===== src/rtl/uart_tx_fifo.sv =====
// uart_tx_fifo: circular byte buffer feeding the UART transmitter over an i_next/o_ready handshake.
module uart_tx_fifo #(
  parameter int WIDTH = 8,
  parameter int DEPTH = 16,
  localparam int ADDR_BITS = $clog2(DEPTH)
) (
  input  logic                 i_divided_clk,
  input  logic                 i_rst,
  input  logic                 i_en,
  input  logic                 i_wr,
  input  logic [WIDTH-1:0]     i_wdata,
  output logic                 o_full,
  output logic                 o_empty,
  output logic [ADDR_BITS:0]   o_count,
  output logic                 o_overflow,
  input  logic                 i_clr_overflow,
  input  logic                 i_next,
  output logic                 o_ready,
  output logic [WIDTH-1:0]     o_data
);
  typedef enum logic [1:0] {IDLE, PRESENT, HOLDOFF} state_t;
  state_t state_q, state_d;
  logic [WIDTH-1:0] mem [DEPTH];
  logic [ADDR_BITS-1:0] rd_ptr_q, rd_ptr_d, wr_ptr_q, wr_ptr_d;
  logic [ADDR_BITS:0] count_q, count_d;
  logic full_q, empty_q, ovf_q, ovf_d, ready_q, ready_d;
  logic [WIDTH-1:0] data_q, data_d;
  logic push, pop;
  // Full is the registered flag, so a pop in the same cycle never frees room for a write.
  assign push = i_wr && !full_q;
  assign pop = i_en && state_q == PRESENT;
  assign wr_ptr_d = wr_ptr_q + ADDR_BITS'(push);
  assign rd_ptr_d = rd_ptr_q + ADDR_BITS'(pop);
  assign count_d = count_q + (ADDR_BITS+1)'(push) - (ADDR_BITS+1)'(pop);
  assign ovf_d = (i_wr && full_q) || (ovf_q && !i_clr_overflow);
  always_comb begin
    state_d = state_q;
    ready_d = ready_q;
    data_d = data_q;
    if (i_en) begin
      case (state_q)
        IDLE: if (i_next && count_q != '0) begin
          data_d = mem[rd_ptr_q];
          ready_d = 1'b1;
          state_d = PRESENT;
        end
        PRESENT: begin
          ready_d = 1'b0;
          state_d = HOLDOFF;
        end
        HOLDOFF: state_d = i_next ? HOLDOFF : IDLE;
        default: state_d = IDLE;
      endcase
    end
  end
  always_ff @(posedge i_divided_clk)
    if (push) mem[wr_ptr_q] <= i_wdata;
  always_ff @(posedge i_divided_clk or posedge i_rst) begin
    if (i_rst) begin
      state_q <= IDLE;
      rd_ptr_q <= '0;
      wr_ptr_q <= '0;
      count_q <= '0;
      full_q <= 1'b0;
      empty_q <= 1'b1;
      ovf_q <= 1'b0;
      ready_q <= 1'b0;
      data_q <= '0;
    end else begin
      state_q <= state_d;
      rd_ptr_q <= rd_ptr_d;
      wr_ptr_q <= wr_ptr_d;
      count_q <= count_d;
      full_q <= count_d == (ADDR_BITS+1)'(DEPTH);
      empty_q <= count_d == '0;
      ovf_q <= ovf_d;
      ready_q <= ready_d;
      data_q <= data_d;
    end
  end
  assign o_full = full_q;
  assign o_empty = empty_q;
  assign o_count = count_q;
  assign o_overflow = ovf_q;
  assign o_ready = ready_q;
  assign o_data = data_q;
endmodule


===== config.mk =====
export PLATFORM = sky130hd
export DESIGN_NAME = uart_tx_fifo
export DESIGN_NICKNAME = d
export VERILOG_FILES = /design/src/rtl/uart_tx_fifo.sv
export SDC_FILE = /design/constraint.sdc
export NUM_CORES = 1
export LEC_CHECK = 0
export CAP_MARGIN = 20
export CORE_MARGIN = 2
export CORE_UTILIZATION = 30
export CTS_BUF_LIST = sky130_fd_sc_hd__clkbuf_4 sky130_fd_sc_hd__clkbuf_8
export DETAILED_ROUTE_END_ITERATION = 7
export GPL_TIMING_DRIVEN = 1
export PLACE_DENSITY = 0.45
export RECOVER_POWER = 50
export SLEW_MARGIN = 20
export SYNTH_ARGS = -nofsm -noshare
export SYNTH_HDL_FRONTEND = slang
export SYNTH_SLANG_ARGS = --single-unit

===== constraint.sdc =====
create_clock -name i_divided_clk -period 3 [get_ports i_divided_clk]
set_input_delay 0.6 -clock i_divided_clk [delete_from_list [all_inputs] [get_ports i_divided_clk]]
set_output_delay 0.6 -clock i_divided_clk [all_outputs]
set_load 0.01 [all_outputs]

==> summary.md <==
| Metric | Value |
|---|---|
| Status | completed |
| CP required | 3.36 ns |
| Post-CTS setup buffer count | 0 |
| Hold Crit Class | reg2reg |
| Syn Inst Count | 310 |
| Max IR drop VDD | 0.000308 V |
| Ys flop type | edfxtp_1 |
| CTS Buffer Depth | 2 |
| Full die area | 22000 um2 |
| CP startpoint | i_en |
| Register bit total from synthesis | 155 |
| Max_slew headroom | 0.0483 |
| CTS Hold Bufs | 0 |
| Met2 Use GR | 0.200 |
| DPL Wire Length | 7.93 mm |
| Fin crit share | 0.855 |
| Resized cells post-CTS | 0 |
| Antenna cells | 0 |
| CORE AREA | 20300 um2 |
| Vias in the first global route | 3196 |
| Number of flops mapped to enable cells by yosys | 128 |
| Largest area contributor in the netlist | edfxtp_1 |
| RSZ-0062 raised after global routing | no |
| Initial drt markers | 216 |
| Layout overhead on the synthesized area | 17.9% |
| Clock period minus worst slack | 2.57 ns |
| Top cell type's share of synthesized area | 0.616 |
| Clock sinks | 155 |
| Via density | 4.58 |
| CTS tree | done |
| # port buffers | 30 |
| Hold Fails Final Rpt | 0 |
| Routability Congestion | 0.679 |
| Setup CP Type | in2reg |
| I/O pins | 31 |
| Most common cell on crit path | nand2_1 |
| Setup TNS | 0 ns |
| Critical R2R Launch | o_full |
| H-tree depth | 4 |
| Yosys warns | 0 |
| Die Y | 148 um |
| DR WL/cell | 19.2 um |
| Leakage | 2.57 nW |
| Residual DRC | 0 |
| Post-synth ARST share | 0.174 |
| Mapped Avg Cell Area | 20.1 um2 |
| Initial Util | 0.308 |
| Max FO, Critical Path | 3 |
| Seq/Total Area, Yosys | 0.724 |
| Reg2reg setup slack | 0.75 ns |
| Setup Skew | 0.0119 ns |
| CP cell instances | dlygate4sd3_1, and3b_1, nand2_1, nand2_1, ha_1, fa_1, xor2_1, or3_1, nor3b_1 |
| Largest net degree at the start of global routing | 35 |
| TritonRoute pass-1 iters | 5 |
| PD cells | 910 nW/um2 |
| Final net count | 390 |
| Share of cells above drive strength 1 | 0.168 |
| Hold WS | 0.505 ns |
| Worst Max-Slew Pin Slew | 1.43 ns |
| Max Freq | 390 MHz |
| # Max-Cap Violations | 0 |
| Setup crit end kind | flip-flop |
| Routing usage on met1 | 0.156 |
| Hold wc startpoint | o_ready |
| Slew Limit Fails | 0 |
| CTS root buf | clkbuf_8 |
| Slowest cell on the critical path | dlygate4sd3_1 |
| Clk_lat worst skew | 0.45 ns |
| Tot GR Track Use | 0.123 |
| Arrival time worst endpoint | 2.93 ns |
| Met3 Use GR | 0.0362 |
| DR vias | 2979 |
| Grt total ovfl | 0 |
| Final setup fails | 0 |
| FP Rows | 52 |
| Ranking of synthesized cells by area | edfxtp_1 (62%), mux4_1 (12%), dfrtp_1 (10%), mux2_4 (1.9%), ha_1 (1.6%) |
| GRT Max-Usage Layer | met2 |
| Post-synth cell types | 37 |
| Post-Syn Area | 6240 um2 |
| Initial antenna violation count | 0 |
| Die W | 148 um |
| Antenna-violating nets left | 0 |
| Mapped Nets | 333 |
| Clk slew on worst S/H paths | 0.08 ns |
| Global-route wire length before repair | 19.0 mm |
| Final wirelength | 12.5 mm |
| Critical Path Start Type | primary input |
| CTS Buf Count | 17 |
| Slowest stage delay, CP | 0.57 ns |
==> cells by family (layout without fill, tap and decap cells) <==
family,count (synthesis),in the layout,synth area share
AO/OA/AOI/OAI,23,23,0.0212
XOR/XNOR,9,9,0.0126
adder cells (fa/ha/maj),9,9,0.0192
buffers and inverters,20,90,0.0202
flip-flops,155,155,0.724
multiplexers,48,48,0.165
AND/OR/NAND/NOR,46,46,0.0375
==> path summary, 6_finish.rpt <==
kind	end	cells after the start
min in group asynchronous	o_data[2]	3
min reg2reg	o_ready	2
max reg2reg	o_full	8
max in group asynchronous	o_ready	3
min	o_ready	2
max	o_full	9
==> through the flow <==
stage               cells   util  setup WS (ns)  instance area [um2]  power (mW)
floorplan             310      -          0.728                 6240        4.37
global placement      618  0.342          0.161                 6950        5.15
detailed placement    618  0.342          0.133                 6950        5.17
CTS                   650  0.363          0.624                 7360        6.82
global route          650  0.363          0.250                 7360        7.09
finish                650  0.363          0.434                 7360        6.70
==> layout by cell type, fill, tap and decap left out, types with 7 or more instances in the layout <==
cell type / instances
nor2_1: 15
nand2_1: 7
dlygate4sd3_1: 11
mux2_4: 8
clkbuf_8: 17
inv_1: 7
edfxtp_1: 128
ha_1: 8
clkdlybuf4s50_1: 19
mux4_1: 29
a21oi_1: 10
mux2i_1: 8
buf_4: 19
dfrtp_1: 26
o22ai_1: 8
==> flip-flops by register name, indices dropped and copies added, names as in the netlist <==
register and count:
wr_ptr_q 4, state_q 2, mem 128, o_overflow 1, o_data 8, rd_ptr_q 4, o_ready 1, o_full 1
o_empty 1, o_count 5
==> cell usage after synthesis (3+ instances only) <==
cell,instances
nand3_1,3
nand2b_1,4
edfxtp_1,128
mux4_1,29
inv_1,7
xor2_1,5
mux2_4,8
nand2_1,7
buf_2,3
nor3_1,5
xnor2_1,4
a21oi_1,10
dfrtp_1,26
mux4_2,3
o22ai_1,8
mux2i_1,8
nor2_1,15
buf_6,3
ha_1,8
==> final cells by class <==
cell class	instances	area (um2)
multi-input cells	135	1600
clock inverters	13	165
well taps	270	338
fillers	1915	12900
repair buffers	51	467
flip-flops and latches	155	4520
inverters	7	26.3
clock buffers	19	249
==> metal layers <==
metal | routed length (um) | part of all wire
met5 | 0 | 0
met2 | 6190 | 0.50
met1 | 5690 | 0.46
met3 | 445 | 0.036
met4 | 165 | 0.013
==> critical path: cells and delay by family <==
family,cells,cell delay [ns]
buf+inv,1,0.57
fa+ha+maj,2,0.62
simple gates,5,0.95
xor+xnor,1,0.18
==> power breakdown <==
part	switching, mW	internal (mW)	leakage (nW)	total, mW
logic	1.06	1.06	0.888	2.12
clock network	0.789	0.847	0.207	1.64
registers	0.229	2.72	1.48	2.94
total	2.07	4.62	2.57	6.70
Note: power is estimated with default switching activity, not from simulation.
==> RTL edit: new RTL, same settings <==
Change the parameter `DEPTH` from 16 to 32.
--- a/src/rtl/uart_tx_fifo.sv
+++ b/src/rtl/uart_tx_fifo.sv
@@ -1,7 +1,7 @@
 // uart_tx_fifo: circular byte buffer feeding the UART transmitter over an i_next/o_ready handshake.
 module uart_tx_fifo #(
   parameter int WIDTH = 8,
-  parameter int DEPTH = 16,
+  parameter int DEPTH = 32,
   localparam int ADDR_BITS = $clog2(DEPTH)
 ) (
   input  logic                 i_divided_clk,
Ports: changed (resized o_count); port bits go from 31 to 32. The function was not compared with the original's and may differ.
==> RTL edit against the original RTL <==
The flow now finishes with violations (max-capacitance violations, max-slew violations). Power grew 83%. Sequential cell count is 131 higher. Cell area is 84% higher. Wire length grew 120%. Worst setup slack got worse by 0.14 ns. Area after synthesis up 82%. Cell count rose by 100%. Critical path depth up 2. Combinational power grew 72%. Critical path type unchanged. Largest power group unchanged. Highest routed layer unchanged.
==> RTL edit: results (changes against the original RTL) <==
| Metric | Value |
|---|---|
| Critical Path AT | `3.18 ns (+0.25 ns)` |
| Worst Clk Skew | `0.02910 ns (+0.01717 ns)` |
| Cell variety after synth | `43 (+16%)` |
| Vias/cell | `4.684 (+2.2%)` |
| CP Max Fanout | `3 (unchanged)` |
| Biggest register | `mem` |
| Crit path max-delay family | `simple AND/OR/NAND/NOR gates` |
| Top cells by area, synth | `edfxtp_1, mux2i_1, dfrtp_1` |
| CTS resizes | `0 (unchanged)` |
| DP HPWL | `18150 um (+130%)` |
| HP Class | `flop to flop` |
| Drt wl/cell | `21.16 um (+10%)` |
| Reg2reg path depth | `10 (+2)` |
| RePlAce Congestion | `0.7743 (+14%)` |
| Register area share after synthesis | `74.35% (+1.9 points)` |
| Max FFs per register | `256 (+100%)` |
| Leakage | `4.696 nW (+83%)` |
| Routed via count | `6099 (+100%)` |
| Placed cells | `1218 (+97%)` |
| Share of cells above drive strength 1 | `20.61% (+3.8 points)` |
| Net count, final | `781 (+100%)` |
| Worst r2r src | `state_q[1]$_DFFE_PP0P_` |
| Hold Slack | `0.5134 ns (+0.008206 ns)` |
| WHS Endpoint | `rd_ptr_q[4]$_DFF_PP0_` |
| GRT Total Usage | `14.31% (+2.0 points)` |
| Post-synth EDFFs | `256 (+100%)` |
| Drt first pass iters | `4 (-1)` |
| Ys async rst share | `10.49% (-6.9 points)` |
| Syn_area_per_cell | `17.65 sq um (-12%)` |
| Max incr delay on CP | `0.58 ns` |
| Flop-to-flop setup slack | `0.44 ns (-0.31 ns)` |
| Status | `finished, violations left` |
| Critical Path Start | `i_en` |
| Max Slew Vio Count | `295 (+295)` |
| Maximum vdd drop | `0.0004180 V (+36%)` |
| Mapped Nets | `668 (+100%)` |
| CTS root buffer | `clkbuf_8` |
| DP Worst Slack | `-0.1736 ns (-0.3065 ns)` |
| Vias in the first global route | `6286 (+97%)` |
| Hold Path Depth | `1 (-1)` |
| MaxCap Viol Count | `9 (+9)` |
| Clock-pin slew on the worst setup and hold paths | `0.06 ns (-0.02 ns)` |
| Setup bufs post-CTS | `0 (unchanged)` |
| H-tree lvl count | `2 (-2)` |
| DRT iter0 DRCs | `419 (+94%)` |
| First-pass GRT wire length | `40780 um (+110%)` |
| Slowest cell on crit path | `or4_1` |
| Skew-Pair Late Insertion Delay | `0.57 ns (+0.12 ns)` |
| Failing checks | `max-capacitance violations, max-slew violations` |
| PortBufs | `31 (+3.3%)` |
| Initial antenna violation count | `0 (unchanged)` |
| Sw Share | `31.80% (+0.83 points)` |
| List of most frequent post-synthesis cells | `edfxtp_1, mux2i_1, nor2_1` |
| Hold Path Origin | `rd_ptr_q[4]$_DFF_PP0_` |
| Clk buf depth | `3 (+1)` |
| CTS buffer count | `47 (+30)` |
| Pin count of the biggest net entering global routing | `33 (-5.7%)` |
| Worst-Margin Slew | `1.912 ns (+0.4843 ns)` |
-- RTL edit: cell types whose count changed in the layout (fill, tap and decap cells not counted), moves of 26 or more --
cell | unedited run | this run
edfxtp_1 | 128 | 256
mux2i_1 | 8 | 74
clkbuf_8 | 17 | 47
buf_4 | 19 | 54
mux4_1 | 29 | 0
nor2_1 | 15 | 41
-- RTL edit: worst max path at each step --
stage | to | slack (ns) | cells past startpoint
finish | o_full$_DFF_PP0_ | 0.30 | 11
CTS | o_full$_DFF_PP0_ | 0.40 | 11
global placement | o_full$_DFF_PP0_ | -0.13 | 11
global route | o_full$_DFF_PP0_ | 0.10 | 11
floorplan | o_full$_DFF_PP0_ | 0.49 | 10
detailed placement | o_full$_DFF_PP0_ | -0.17 | 11
-- RTL edit: worst register-to-register path, stage by stage, from the launching register on --
cell      delay, ns
dfrtp_1        0.39
nand2b_1       0.18
nor2_1         0.15
nand2_1        0.11
nand2_1        0.08
ha_1           0.16
inv_1          0.06
fa_1           0.50
inv_1          0.04
or4_1          0.58
nor3b_1        0.21
-- RTL edit: layer usage --
layer  vias to the layer above  part of all wire, %  track usage [%]
met5                         -                    0                0
li1                       2777                    -                -
met2                       127                   48            23.60
met3                        45                  3.9            2.204
met1                      3150                   46            19.69
met4                         0                  1.9            4.035
-- RTL edit: kinds of logic (layout without fill, tap and decap cells) --
family,Yosys count,after routing,share of synthesized area [%]
adders and majority gates,11,11,1.279
buffers and inverters,49,197,2.017
AOI/OAI and AO/OA,72,72,4.652
DFF,286,286,74.35
and+or+nand+nor,113,113,4.850
xor gates and xnor gates,10,10,0.7716
muxes,102,102,12.08
-- RTL edit: per-stage QoR --
stage | cell area (sq um) | TNS, ns
finish | 13550 | 0
floorplan | 11350 | 0
detailed placement | 12640 | -0.3117
global placement | 12640 | -0.2190
CTS | 13590 | 0
global route | 13550 | 0
-- RTL edit: power groups by stage --
stage | Clock [mW] | Combinational, mW | Sequential, mW
6_report | 3.43 | 3.65 | 5.19
5_1_grt | 3.70 | 3.94 | 5.24
4_1_cts | 3.53 | 3.72 | 5.19
3_5_place_dp | 0 | 3.71 | 5.27
3_3_place_gp | 0 | 3.66 | 5.27
2_1_floorplan | 0 | 2.42 | 5.06
-- RTL edit: final cells by class --
| type | instances | area (sq um) |
|---|---|---|
| Sequential cell | 286 | 8447 |
| Clock inverter | 28 | 229.0 |
| Inverter | 17 | 63.81 |
| Tap cell | 511 | 639.4 |
| Fill cell | 3637 | 23940 |
| Timing Repair Buffer | 96 | 773.2 |
| Clock buffer | 56 | 714.4 |
| Multi-Input combinational cell | 308 | 2683 |
